<file path="src/rtl/wb_unit.sv">
// Write-back stage: merges a non-stallable ALU result with buffered, extended load data
// onto the register-file write port; a starvation counter briefly holds the ALU upstream.
module wb_unit #(
    parameter int DEPTH        = 2,
    parameter int STARVE_LIMIT = 4
) (
    input  logic        clk,
    input  logic        rst_n,
    input  logic        alu_valid,
    input  logic [4:0]  alu_rd,
    input  logic [31:0] alu_data,
    output logic        stall_req,
    input  logic        ld_valid,
    output logic        ld_ready,
    input  logic [4:0]  ld_rd,
    input  logic [31:0] ld_data,
    input  logic [1:0]  ld_addr_lo,
    input  logic [1:0]  ld_size,
    input  logic        ld_signed,
    output logic        reg_write,
    output logic [4:0]  w_reg,
    output logic [31:0] w_data
);
    localparam int PW = (DEPTH > 1) ? $clog2(DEPTH) : 1;
    localparam int CW = $clog2(DEPTH + 1);
    localparam int AW = (STARVE_LIMIT > 0) ? $clog2(STARVE_LIMIT + 1) : 1;

    typedef struct packed {
        logic [4:0]  rd;
        logic [31:0] data;
    } ld_entry_t;

    ld_entry_t       mem [DEPTH];
    logic [PW-1:0]   wr_ptr, rd_ptr;
    logic [CW-1:0]   count;
    logic [AW-1:0]   age;

    logic            alu_acc, push, pop, fifo_nonempty;
    logic [7:0]      byte_sel;
    logic [15:0]     half_sel;
    logic [31:0]     ld_ext;
    ld_entry_t       head;

    // Extension happens before the FIFO so entries already hold register-ready data.
    always_comb begin
        byte_sel = ld_data[{ld_addr_lo, 3'b000} +: 8];
        half_sel = ld_addr_lo[1] ? ld_data[31:16] : ld_data[15:0];
        case (ld_size)
            2'b00:   ld_ext = {{24{ld_signed & byte_sel[7]}}, byte_sel};
            2'b01:   ld_ext = {{16{ld_signed & half_sel[15]}}, half_sel};
            default: ld_ext = ld_data;
        endcase
    end

    assign fifo_nonempty = (count != '0);
    assign ld_ready      = (count < CW'(DEPTH));
    assign stall_req     = (age == AW'(STARVE_LIMIT)) && fifo_nonempty;
    assign alu_acc       = alu_valid && !stall_req;
    assign pop           = !alu_acc && fifo_nonempty;
    assign push          = ld_valid && ld_ready;
    assign head          = mem[rd_ptr];

    always_ff @(posedge clk) begin
        if (push) mem[wr_ptr] <= '{rd: ld_rd, data: ld_ext};
    end

    always_ff @(posedge clk or negedge rst_n) begin
        if (!rst_n) begin
            wr_ptr <= '0;
            rd_ptr <= '0;
            count  <= '0;
            age    <= '0;
        end else begin
            if (push) wr_ptr <= wr_ptr + 1'b1;
            if (pop)  rd_ptr <= rd_ptr + 1'b1;
            case ({push, pop})
                2'b10:   count <= count + 1'b1;
                2'b01:   count <= count - 1'b1;
                default: count <= count;
            endcase
            if (!fifo_nonempty || pop)
                age <= '0;
            else if (age != AW'(STARVE_LIMIT))
                age <= age + 1'b1;
        end
    end

    // Writes to r0 are consumed but never reach the register file.
    always_ff @(posedge clk or negedge rst_n) begin
        if (!rst_n) begin
            reg_write <= 1'b0;
            w_reg     <= '0;
            w_data    <= '0;
        end else if (alu_acc) begin
            reg_write <= (alu_rd != 5'd0);
            w_reg     <= alu_rd;
            w_data    <= alu_data;
        end else if (pop) begin
            reg_write <= (head.rd != 5'd0);
            w_reg     <= head.rd;
            w_data    <= head.data;
        end else begin
            reg_write <= 1'b0;
        end
    end
endmodule

</file>
<file path="config.mk">
export PLATFORM = sky130hd
export DESIGN_NAME = wb_unit
export DESIGN_NICKNAME = d
export VERILOG_FILES = /design/src/rtl/wb_unit.sv
export SDC_FILE = /design/constraint.sdc
export NUM_CORES = 1
export LEC_CHECK = 0
export ABC_CLOCK_PERIOD_IN_PS = 2800
export BUFFER_PORTS_ARGS = -buffer_cell sky130_fd_sc_hd__buf_4
export CORE_MARGIN = 10
export CORE_UTILIZATION = 48
export DETAILED_ROUTE_END_ITERATION = 16
export PLACE_DENSITY = 0.83
export SLEW_MARGIN = 25
export SYNTH_ARGS = -nofsm -noshare
export SYNTH_HDL_FRONTEND = slang
export SYNTH_SLANG_ARGS = --single-unit
</file>
<file path="constraint.sdc">
create_clock -name clk -period 2.8 [get_ports clk]
set_clock_uncertainty 0.15 [all_clocks]
set_input_delay 0.56 -clock clk [delete_from_list [all_inputs] [get_ports clk]]
set_output_delay 0.56 -clock clk [all_outputs]
set_load 0.01 [all_outputs]
</file>
==> results.cfg <==
[global_routing]
grt_use_total_pct = 16.3
grt_overflow_total = 0
grt_pass1_wl_mm = 19.3
grt_pass1_vias = 3813
grt_max_degree = 46
grt_antenna_before_repair = 0

[run]
maxCapViolCount = 0

[worst_setup_path]
slowest_stage = dfrtp_1
path_max_fanout = 9
critPathMaxStageDelay_ns = 0.46
worstPathArrival_ns = 1.51
start_kind = flop
cp.required_ns = 2.09
crit_buf_inv = 1
path_class = reg2out
critPathCaptureType = primary output
path_cells = nor2_2 -> nor2_1 -> buf_4
path_delay_family = flip-flops

[run_status]
run_status = finished clean

[timing]
finalSetupViolCount = 0
slew-limit-headroom_pct = 51.6
fmax_mhz = 450
layout_worst_path_cycle_share_pct = 79.4
worst_slew_pin_slew_ns = 0.723
fin_crit_ns = 2.22
fin_ws_ns = 0.576
hold_violations = 0
rsz0062_at_grt = false
setup_tns_ns = 0
drv_slew = 0

[yosys]
synth_top_cell_area_share_pct = 43.2
synth_cells = 403
yosysMostFrequentCell = edfxtp_1
synth.largest_area_cell = edfxtp_1
yosysSeqAreaShare_pct = 65.0
ys.flop_type = edfxtp_1
syn_area_per_cell_sq_um = 12.8
ys_warn_count = 0
synthTopCellsByCount = 74 x edfxtp_1, 56 x nand2_1, 45 x dfrtp_1, 45 x o21ai_0, 40 x a22oi_1
syn_area_sq_um = 5150
synth_edf_count = 74
synth_cell_type_count = 35
synth.top_cells.by_area = edfxtp_1 43%, dfrtp_1 22%, mux2i_1 7.6%
async_flop_share_pct = 37.8
synthesis.nets = 489
synth-seq-cells = 119

[floorplan]
ios = 123
die_w_microns = 124
dieArea_sq_um = 15300
rows = 37
coreArea_sq_um = 10400
start_util_pct = 49.7
die_height_microns = 124

[pwr]
power_density_nw_per_um2 = 941
power_leakage_uw = 0.00293
irDropWorstVdd_mv = 0.506

[clock_network]
root_buffer = clkbuf_8
clock_path_buffers = 2
worstSkewPairLatency_ns = 0.50
h-tree-depth = 4
clk_pin_slew_ns = 0.05
cts_tree = built
cts_buffers = 17
clock-sinks = 119

[place]
hpwl_mm = 8.94
dp.cells = 641
dpl_worst_slack_ns = 0.448
place_congestion = 0.869
io_buffers = 122

[drt]
drc = 0
totalWireLength_mm = 12.6
vias_per_cell = 5.57
first_pass_iters = 6
drtAntennaViolNets = 0
detail_route.wl_per_cell_microns = 18.6
drt_iter0_drc = 329
num_vias = 3756

[layout]
filler_cell_count = 776
final_cells = 674
finalNetCount = 611
seqCellArea_sq_um = 3350
utilization_pct = 65.4
multi_input_area_sq_um = 1670
drive_gt1_share_pct = 29.7
num_antenna_cells = 0
synthToLayoutAreaGrowth_pct = 31.7
largest_reg_flops = 74

[worst_hold_path]
hold_class = in2reg
-- power by group --
group          internal [uW]  switching (uW)  total (uW)
clock network           1450             701        2150
registers               2370             227        2600
logic                    746             889        1640
-- worst register-to-register path: cells and delay by family, from the launching register on --
kind,cells,cell delay [ns]
and+or+nand+nor,1,0.31
AOI/OAI and AO/OA,3,0.68
DFF,1,0.46
buffers and inverters,1,0.37
-- worst paths after layout --
path	startpoint	endpoint	slack, ns	cells past startpoint
setup / recovery	count[0]	stall_req	0.58	3
hold / removal	ld_rd[1]	mem[0][33]	0.09	1
setup reg to reg	count[0]	w_data[16]	0.74	5
hold reg to reg	age[0]	age[0]	0.34	1
max in group asynchronous	rst_n	rd_ptr	1.63	2
min in group asynchronous	rst_n	w_data[24]	0.45	2
-- cells in the final DEF (no fill, tap or decap), types with 6 or more instances in the layout --
cell type,n
mux2i_1,39
nand2_1,56
xnor2_1,6
a22oi_1,40
inv_1,6
clkbuf_16,16
a221o_1,7
edfxtp_1,74
buf_4,129
o21ai_0,45
nor2_1,9
dfrtp_1,44
-- cells by family (layout without fill, tap and decap cells) --
kind of cell / after synthesis / after routing / share of synthesized area, %
AOI/OAI and AO/OA: 113 / 113 / 14.6
and+or+nand+nor: 89 / 89 / 7.80
buffers and inverters: 33 / 168 / 2.84
adders and majority gates: 3 / 3 / 0.729
DFF: 119 / 119 / 65.0
muxes: 40 / 40 / 8.02
xor gates and xnor gates: 6 / 6 / 1.02
-- per-layer routing --
layer | vias up | share of wire [%] | GRT usage, %
li1 | 1762 | - | -
met1 | 1825 | 40 | 19.8
met2 | 159 | 50 | 27.6
met3 | 10 | 7.9 | 4.62
met4 | 0 | 1.2 | 5.31
met5 | - | 0 | 0
-- area by class of cell --
class | instances | share of cell area, %
clock buffers | 20 | 6.42
clock inverters | 12 | 2.32
inverters | 6 | 0.332
multi-input cells | 251 | 24.6
flip-flops and latches | 119 | 49.4
well taps | 136 | 2.51
repair buffers | 130 | 14.4
-- repair_timing --
item | in CTS | in global routing
gates resized for setup | 0 | 0
setup buffers | 0 | 0
hold buffers | 1 | 0
hold endpoints to repair | 45 | 0
-- per-stage QoR --
step | power [uW] | hold WS (ns) | area, sq um
after detailed placement | 4280 | 0.326 | 6180
final | 6380 | 0.0918 | 6780
after CTS | 6420 | 0.0778 | 6780
after global routing | 6690 | 0.0743 | 6780
after global placement | 4210 | 0.302 | 6180
after floorplan | 3540 | 0.114 | 5150
(Power assumes the default switching activity.)
